<file path="config.mk">
export PLATFORM = sky130hd
export DESIGN_NAME = mul_div_unit
export DESIGN_NICKNAME = d
export VERILOG_FILES = /design/src/rtl/mul_div_unit_pkg.sv /design/src/rtl/mul_div_unit_cond_negate.sv /design/src/rtl/mul_div_unit.sv
export SDC_FILE = /design/constraint.sdc
export NUM_CORES = 1
export LEC_CHECK = 0
export ABC_AREA = 1
export CAP_MARGIN = 40
export CORE_MARGIN = 1
export CORE_UTILIZATION = 49
export DETAILED_ROUTE_END_ITERATION = 7
export GPL_TIMING_DRIVEN = 0
export MAX_ROUTING_LAYER = met4
export PLACE_DENSITY = 0.69
export SYNTH_ARGS = -nofsm -noshare
export SYNTH_HDL_FRONTEND = slang
export SYNTH_SLANG_ARGS = --single-unit
</file>
<file path="constraint.sdc">
create_clock -name clk -period 5.1 [get_ports clk]
set_input_delay 1.275 -clock clk [delete_from_list [all_inputs] [get_ports clk]]
set_output_delay 1.275 -clock clk [all_outputs]
set_load 0.1 [all_outputs]
</file>
<file path="src/rtl/mul_div_unit_pkg.sv">
// Shared encodings for the iterative multiply/divide unit: op-field bit positions,
// default operand width and the control FSM state type.
package mul_div_unit_pkg;

  localparam int MULDIV_WIDTH  = 16;

  // op[0] selects DIV over MUL, op[1] selects signed operands
  localparam int OP_DIV_BIT    = 0;
  localparam int OP_SIGNED_BIT = 1;

  typedef enum logic [2:0] {
    ST_IDLE = 3'd0,
    ST_MUL  = 3'd1,
    ST_DIV  = 3'd2,
    ST_FIX  = 3'd3,
    ST_DONE = 3'd4
  } state_e;

endpackage

</file>
<file path="src/rtl/mul_div_unit_cond_negate.sv">
// Two's-complement conditional negation: out = neg ? -in : in.
module cond_negate #(
  parameter int W = 16
) (
  input  logic         neg_i,
  input  logic [W-1:0] in_i,
  output logic [W-1:0] out_o
);

  assign out_o = neg_i ? (~in_i + W'(1)) : in_i;

endmodule

</file>
<file path="src/rtl/mul_div_unit.sv">
// Iterative shift-add multiplier / restoring divider with sign fix-up, fixed latency
// of WIDTH+2 cycles from start to done, and a destination tag carried through.
module mul_div_unit
  import mul_div_unit_pkg::*;
#(
  parameter int WIDTH      = MULDIV_WIDTH,
  parameter int REG_ADDR_W = 4
) (
  input  logic                  clk,
  input  logic                  reset,
  input  logic                  start,
  input  logic [1:0]            op,
  input  logic [WIDTH-1:0]      a,
  input  logic [WIDTH-1:0]      b,
  input  logic [REG_ADDR_W-1:0] dest_in,
  input  logic                  flush,
  output logic                  busy,
  output logic                  done,
  output logic [WIDTH-1:0]      result_lo,
  output logic [WIDTH-1:0]      result_hi,
  output logic [REG_ADDR_W-1:0] dest_out,
  output logic                  div_by_zero
);

  localparam int               CNT_W     = $clog2(WIDTH + 1);
  localparam logic [CNT_W-1:0] LAST_STEP = CNT_W'(WIDTH - 1);

  state_e                  state_q, state_d;
  logic [CNT_W-1:0]        cnt_q, cnt_d;
  logic [2*WIDTH-1:0]      acc_q, acc_d;     // MUL: {partial, multiplier}; DIV: {remainder, quotient}
  logic [WIDTH-1:0]        opnd_q, opnd_d;   // multiplicand or divisor magnitude
  logic [WIDTH-1:0]        a_raw_q, a_raw_d;
  logic                    is_div_q, is_div_d;
  logic                    sign_a_q, sign_a_d;
  logic                    sign_b_q, sign_b_d;
  logic                    b_zero_q, b_zero_d;
  logic [REG_ADDR_W-1:0]   dest_q, dest_d;
  logic [WIDTH-1:0]        lo_q, lo_d, hi_q, hi_d;
  logic [REG_ADDR_W-1:0]   dest_out_q, dest_out_d;
  logic                    dbz_q, dbz_d;

  logic                    op_div, neg_a_in, neg_b_in;
  logic [WIDTH-1:0]        a_mag, b_mag;
  logic [WIDTH:0]          mul_sum, div_trial;
  logic                    div_fits;
  logic [WIDTH-1:0]        div_rem_next;
  logic [2*WIDTH-1:0]      prod_fix;
  logic [WIDTH-1:0]        quo_fix, rem_fix;

  assign op_div   = op[OP_DIV_BIT];
  assign neg_a_in = op[OP_SIGNED_BIT] & a[WIDTH-1];
  assign neg_b_in = op[OP_SIGNED_BIT] & b[WIDTH-1];

  cond_negate #(.W(WIDTH)) u_mag_a (.neg_i(neg_a_in), .in_i(a), .out_o(a_mag));
  cond_negate #(.W(WIDTH)) u_mag_b (.neg_i(neg_b_in), .in_i(b), .out_o(b_mag));

  // Shift-add step: add multiplicand into upper half when the multiplier LSB is set, then shift right
  assign mul_sum = {1'b0, acc_q[2*WIDTH-1:WIDTH]} + (acc_q[0] ? {1'b0, opnd_q} : '0);

  // Restoring step: shift {rem, quo MSB} left, keep the difference only if it did not borrow
  assign div_trial    = acc_q[2*WIDTH-1:WIDTH-1] - {1'b0, opnd_q};
  assign div_fits     = ~div_trial[WIDTH];
  assign div_rem_next = div_fits ? div_trial[WIDTH-1:0] : acc_q[2*WIDTH-2:WIDTH-1];

  cond_negate #(.W(2*WIDTH)) u_fix_prod (
    .neg_i(sign_a_q ^ sign_b_q), .in_i(acc_q), .out_o(prod_fix)
  );
  cond_negate #(.W(WIDTH)) u_fix_quo (
    .neg_i(sign_a_q ^ sign_b_q), .in_i(acc_q[WIDTH-1:0]), .out_o(quo_fix)
  );
  cond_negate #(.W(WIDTH)) u_fix_rem (
    .neg_i(sign_a_q), .in_i(acc_q[2*WIDTH-1:WIDTH]), .out_o(rem_fix)
  );

  // NOTE: every signal written here gets a default first, so no path leaves it unassigned (no latch).
  always_comb begin
    state_d    = state_q;
    cnt_d      = cnt_q;
    acc_d      = acc_q;
    opnd_d     = opnd_q;
    a_raw_d    = a_raw_q;
    is_div_d   = is_div_q;
    sign_a_d   = sign_a_q;
    sign_b_d   = sign_b_q;
    b_zero_d   = b_zero_q;
    dest_d     = dest_q;
    lo_d       = lo_q;
    hi_d       = hi_q;
    dest_out_d = dest_out_q;
    dbz_d      = dbz_q;

    unique case (state_q)
      ST_IDLE: begin
        if (start && !flush) begin
          state_d  = op_div ? ST_DIV : ST_MUL;
          cnt_d    = '0;
          acc_d    = {{WIDTH{1'b0}}, (op_div ? a_mag : b_mag)};
          opnd_d   = op_div ? b_mag : a_mag;
          a_raw_d  = a;
          is_div_d = op_div;
          sign_a_d = neg_a_in;
          sign_b_d = neg_b_in;
          b_zero_d = (b == '0);
          dest_d   = dest_in;
          dbz_d    = 1'b0;
        end
      end
      ST_MUL: begin
        acc_d = {mul_sum, acc_q[WIDTH-1:1]};
        cnt_d = cnt_q + CNT_W'(1);
        if (cnt_q == LAST_STEP) state_d = ST_FIX;
      end
      ST_DIV: begin
        acc_d = {div_rem_next, acc_q[WIDTH-2:0], div_fits};
        cnt_d = cnt_q + CNT_W'(1);
        if (cnt_q == LAST_STEP) state_d = ST_FIX;
      end
      ST_FIX: begin
        state_d = ST_DONE;
        if (!flush) begin
          dest_out_d = dest_q;
          dbz_d      = is_div_q & b_zero_q;
          if (!is_div_q) begin
            lo_d = prod_fix[WIDTH-1:0];
            hi_d = prod_fix[2*WIDTH-1:WIDTH];
          end else if (b_zero_q) begin
            lo_d = '1;
            hi_d = a_raw_q;
          end else begin
            lo_d = quo_fix;
            hi_d = rem_fix;
          end
        end
      end
      ST_DONE: state_d = ST_IDLE;
      default: state_d = ST_IDLE;
    endcase

    if (flush && state_q != ST_IDLE) state_d = ST_IDLE;
  end

  // NOTE: sequential state uses non-blocking assignments so all registers update together at the edge.
  always_ff @(posedge clk or posedge reset) begin
    if (reset) begin
      state_q    <= ST_IDLE;
      cnt_q      <= '0;
      acc_q      <= '0;
      opnd_q     <= '0;
      a_raw_q    <= '0;
      is_div_q   <= 1'b0;
      sign_a_q   <= 1'b0;
      sign_b_q   <= 1'b0;
      b_zero_q   <= 1'b0;
      dest_q     <= '0;
      lo_q       <= '0;
      hi_q       <= '0;
      dest_out_q <= '0;
      dbz_q      <= 1'b0;
    end else begin
      state_q    <= state_d;
      cnt_q      <= cnt_d;
      acc_q      <= acc_d;
      opnd_q     <= opnd_d;
      a_raw_q    <= a_raw_d;
      is_div_q   <= is_div_d;
      sign_a_q   <= sign_a_d;
      sign_b_q   <= sign_b_d;
      b_zero_q   <= b_zero_d;
      dest_q     <= dest_d;
      lo_q       <= lo_d;
      hi_q       <= hi_d;
      dest_out_q <= dest_out_d;
      dbz_q      <= dbz_d;
    end
  end

  assign busy        = (state_q != ST_IDLE);
  assign done        = (state_q == ST_DONE);
  assign result_lo   = lo_q;
  assign result_hi   = hi_q;
  assign dest_out    = dest_out_q;
  assign div_by_zero = dbz_q;

endmodule

</file>
-- Word-level counts from Yosys, hierarchy flattened
Index checks and enable logic that the tools add are counted.
- shift-type cells: 0
- add/sub/neg operators: 8
- reductions and logical operators: 16
- multiply operators: 0
- magnitude comparators: 0
- divide/modulo/power cells: 0
- equal/unequal tests: 9
- bitwise operators: 11
- multiplexer cells: 25
- operators with widths (kind ; count):
    $mux W16 ; 12
    $pmux W32 S3 ; 1
    $add A16 B1 Y16 const B ; 4
    $mux W32 ; 2
    $not A16 Y16 ; 4
    $add A32 B1 Y32 const B ; 1
    $not A32 Y32 ; 1
    $add A16 B16 Y17 ; 1
    $sub A17 B16 Y17 ; 1
    $logic_not A16 Y1 ; 1
    $pmux W5 S2 ; 1
    $reduce_and A2 Y1 ; 5
    $mux W3 ; 3
    $pmux W3 S3 ; 1
    $eq A3 B2 Y1 const B ; 2
    $reduce_bool A3 Y1 ; 2
    $add A5 B1 Y5 const B ; 1
    $eq A5 B4 Y1 const B ; 1
    $mux W5 ; 1
    $ne A2 B2 Y1 const B ; 2
    $reduce_bool A2 Y1 ; 2
    $and A1 B1 Y1 ; 3
    $eq A3 B1 Y1 const B ; 1
    $eq A3 B3 Y1 const B ; 1
    other kinds (12) ; 15
- memories: 0
- word-level logic and storage cells: 83
- bits in writable memories: 0
- register bits after elaboration: 117
- input bits: 42
- bits in read-only memories: 0
- bits in latches: 0
- output and inout port bits: 39

-- Longest topological paths before layout
- depth in word-level cells: 6
- depth in mapped cells: 16
- depth with buffers taken out: 15

-- Hierarchy
Synthesis repeated with hierarchy kept, for this count alone.
- cell total of the unflattened synthesis: 1740
- area total of the unflattened synthesis: 10896.7 um^2
- modules (own cells, without submodules) (module ; area each (um^2) ; times used ; cells each ; seq. area each (um^2)):
    mul_div_unit ; 7913.8 ; 1 ; 1142 ; 2927.8
    cond_negate at u_fix_quo ... ; 475.5 ; 3 ; 94 ; 0.0
    cond_negate at u_fix_prod ; 1108.6 ; 1 ; 227 ; 0.0
    cond_negate at u_fix_rem ; 447.9 ; 1 ; 89 ; 0.0

-- Worst setup path before layout
Ideal clock, no wire load.
- path type: register to output
- from: register state_q[1]
- to: output port done
- cell stages (with the launch flop): 2
- buffers on the path: 0
- setup slack: 1.311 ns
- arrival time: 2.514 ns
- required time: 3.825 ns
- cells stage by stage: dfrtp_1 -> nor3_1
- word-level cells in the longest chain between the ends: 1
- RTL lines (what ; line ; RTL):
    from (decl) ; mul_div_unit.sv:28 ; state_e state_q, state_d;
    from (signal assigned) ; mul_div_unit.sv:160 ; state_q <= state_d;
    $eq A3 B3 Y1 ; mul_div_unit.sv:178 ; assign done = (state_q == ST_DONE);
    to (decl) ; mul_div_unit.sv:18 ; output logic done,
Every way passes these cells.

-- Worst setup path after layout
- from: input port a[0]
- to: register acc_q[10]
- word-level cells in the longest chain between the ends: 6
- RTL lines (what ; line ; RTL):
    from (decl) ; mul_div_unit.sv:13 ; input logic [WIDTH-1:0] a,
    $not A16 Y16 ; mul_div_unit_cond_negate.sv:10 ; assign out_o = neg_i ? (~in_i + W'(1)) : in_i;
    $add A16 B1 Y16 ; mul_div_unit_cond_negate.sv:10 ;
    $mux W16 ; mul_div_unit_cond_negate.sv:10 ;
    $mux W16 ; mul_div_unit.sv:97 ; acc_d = {{WIDTH{1'b0}}, (op_div ? a_mag : b_mag)};
    $mux W32 ; mul_div_unit.sv:94 ; if (start && !flush) begin
    $pmux W32 S3 ; mul_div_unit.sv:92 ; unique case (state_q)
    to (signal assigned) ; mul_div_unit.sv:147 ; acc_q <= '0;
    to (signal assigned) ; mul_div_unit.sv:162 ; acc_q <= acc_d;
    to (decl) ; mul_div_unit.sv:30 ; logic [2*WIDTH-1:0] acc_q, acc_d;
Every way passes these cells. The select of a mux whose other input is x is not followed.
A chain may end at the register's enable or synchronous reset.

==> reports/metrics.csv <==
stage;metric;value;unit
layout;fin_util;62.3;%
floorplan;die_x;143;um
sta;fin_crit_sh;64.1;%
global_route;grt.total_usage;34.6;%
critical_path;critPathTopFamily;simple AND/OR/NAND/NOR gates;
layout;diodes;0;
yosys;ys_seq_area_share;30.3;%
critical_path;r2r_start;acc_q[0]$_DFFE_PP0P_;
layout;synthToLayoutAreaGrowth;24.9;%
critical_path;r2r_cells;15;
cts;cts_htree_levels;4;
drt;dr_wl_met3;2850;um
critical_path;crit_slowest_cell;clkdlybuf4s50_1;
placement;io_buffers;80;
floorplan;io_pins;81;
drt;drt_iter0_markers;1217;
floorplan;start_util;49.9;%
yosys;synth_seq_cells;117;
placement;gp_congestion;0.993;
yosys;yosys.area.top_type;dfrtp_1;
placement;pre_cts_slack;1580;ps
drt;wire_per_inst;17.2;um
critical_path;slowest_delay;560;ps
critical_path;crit_path_start;a[0];
sta;clock.fmax;306;MHz
yosys;post-synth-top-count-cell;nand2_1;
cts;post_cts_buffers;0;
hold_path;holdCritStartpoint;dest_out[3]$_DFFE_PP0P_;
flow_run;drv_cap;0;
critical_path;end_kind;flop;
yosys;synthCells;1501;
sta;maxSlewViolCount;0;
layout;nFillCells;1878;
cts;clockBufferDepth;2;
critical_path;cp.depth;12;
layout;stdcell_area;12100;um2
sta;worst_pin_slew;685;ps
cts;cts_sinks;117;
drt;vias;10500;
yosys;syn-num-nets;1583;
drt;detail-route-antenna-nets;0;
yosys;synth_ff_type;dfrtp_1;
yosys;synth_edf_count;0;
global_route;grt_pass1_vias;9686;
drt;route.detailed.drc;0;
yosys;ys_types;49;
drt;drtPass1Iterations;8;
floorplan;core;19400;um2
yosys;synth_top_area_share;30.3;%
floorplan;fp.dieH;143;um
placement;placed_area;11400;um2
cts;cts_tree;built;
sta;worst_slack;1830;ps
drt;highest_layer;met4;
critical_path;crit_path_start_kind;input pin;
yosys;synthTopCellsByCount;nand2_1, inv_1, nand3_1;
yosys;avgSynthCellArea;6.45;um2
cts;cts_buffers;17;
run_status;outcome;finished clean;
yosys;synthArstFlopShare;100;%
sta;clock_skew;8.70;ps
critical_path;path_cells;clkdlybuf4s50_1 -> inv_1 -> ha_1 -> nand3_1 -> nor2_1 -> nand3_1 -> nand2_1 -> xor2_1 -> nand2_1 -> nand3_1 -> nand2_1 -> inv_1;
critical_path;cp.arrival;3640;ps
yosys;ys_top_cells_by_area;dfrtp_1, nand2_1, nand3_1;
global_route;antenna_found_initial;0;
floorplan;dieArea;20300;um2
cts;cts_hold_buf;0;
yosys;syn_area;9680;um2
cts;postCtsResizedCells;0;
sta;grt_setup_unrepaired;no;
sta;max-slew-margin-rel;54.3;%
placement;dp_hpwl;26400;um
critical_path;cp.buffers_inverters;3;
cts;path_clk_slew;60;ps
critical_path;crit_path_max_fanout;4;
global_route;grt_max_degree;72;
layout;drive_gt1_share;9.26;%
layout;final_nets;1722;
sta;min_period;3270;ps
critical_path;worstSetupPathType;input pin to flop;
critical_path;crit_end;acc_q[10]$_DFFE_PP0P_;
hold_path;worstHoldPathType;flop to flop;
sta;hold_violations;0;
cts;root_buffer;clkbuf_16;
critical_path;critPathRequiredTime;5470;ps
sta;report.final.setup_viol;0;
global_route;overflow;0;
cts;clk_latency;430;ps
critical_path;rrSetupSlack;2240;ps
drt;route.met2.wl;14700;um
critical_path;rr_endpoint;acc_q[29]$_DFFE_PP0P_;
global_route;grt_pass1_wl;51400;um
drt;wl;33000;um
yosys;yosys_warnings;0;
drt;met1_length;14300;um
drt;drt-vias-per-instance;5.45;
floorplan;rows;51;
## kinds of logic (layout without fill, tap and decap cells)
| family | count (synthesis) | in the layout | share of synthesized area, % |
|---|---|---|---|
| adder cells (fa/ha/maj) | 40 | 40 | 5.33 |
| XOR/XNOR | 36 | 36 | 3.26 |
| AO/OA/AOI/OAI | 215 | 215 | 12.8 |
| buffers and inverters | 269 | 421 | 11.2 |
| AND/OR/NAND/NOR | 824 | 824 | 37.2 |
| flip-flops | 117 | 117 | 30.3 |
## flip-flops by register name, summed over array words and instances, names as in the netlist
signal / flops
state_q: 3
b_zero_q: 1
dest_out: 4
cnt_q: 5
is_div_q: 1
a_raw_q: 16
opnd_q: 16
result_lo: 16
acc_q: 32
div_by_zero: 1
sign_b_q: 1
dest_q: 4
sign_a_q: 1
result_hi: 16
## worst min path at each step
stage	slack, ps	depth (start not counted)	to
after global placement	460	2	dest_out[3]$_DFFE_PP0P_
after detailed placement	460	2	dest_out[3]$_DFFE_PP0P_
after global routing	510	2	result_hi[15]$_DFFE_PP0P_
after floorplan	440	2	dest_q[3]$_DFFE_PP0P_
after CTS	470	2	dest_out[3]$_DFFE_PP0P_
final	470	2	dest_out[3]$_DFFE_PP0P_
## worst register-to-register path, cell delays in order (launching register included)
cell,delay (ps)
dfrtp_1,350
buf_4,170
clkbuf_1,320
nand2_1,90
inv_1,70
ha_1,150
inv_1,50
fa_1,410
o21ai_0,420
nand2_1,130
nand2_1,150
nand3_1,120
nand2_1,90
nand2_1,50
nand3_1,90
nand3_1,90
## layout make-up
type                    count  area, um2  area share [%]
multi-input cells        1115       5670            46.9
flip-flops and latches    117       2930            24.2
repair buffers            120       1410            11.7
inverters                 227        857            7.09
clock buffers              20        457            3.78
well taps                 265        332            2.74
plain buffers              42        228            1.88
clock inverters            12        199            1.65
## routing by layer
| layer | up-vias | global-route usage [%] |
|---|---|---|
| met5 | - | - |
| met4 | 0 | 13.6 |
| met3 | 78 | 7.67 |
| met2 | 460 | 52.6 |
| met1 | 4818 | 44.7 |
| li1 | 5101 | - |
## metrics by stage
stage | setup TNS [ps] | std cells | hold slack, ps
final | 0 | 1918 | 468
after global routing | 0 | 1918 | 510
after CTS | 0 | 1918 | 472
after detailed placement | 0 | 1886 | 457
after global placement | -124940 | 1846 | 457
after floorplan | 0 | 1501 | 442
## cell usage in the layout, fill, tap and decap left out, types with 12 or more instances in the layout
cell type,instances
xor2_1,32
buf_2,20
clkbuf_1,12
dfrtp_1,117
o21ai_0,63
nand3_1,173
clkdlybuf4s50_1,80
clkbuf_16,17
o21ai_1,12
buf_8,39
a21oi_1,88
nand2_1,462
nor2_1,123
o211ai_1,14
inv_1,215
nand4_1,12
ha_1,38
Power is not shown: default switching activity piles up to over one toggle a cycle in this logic, so the estimate is an artifact.
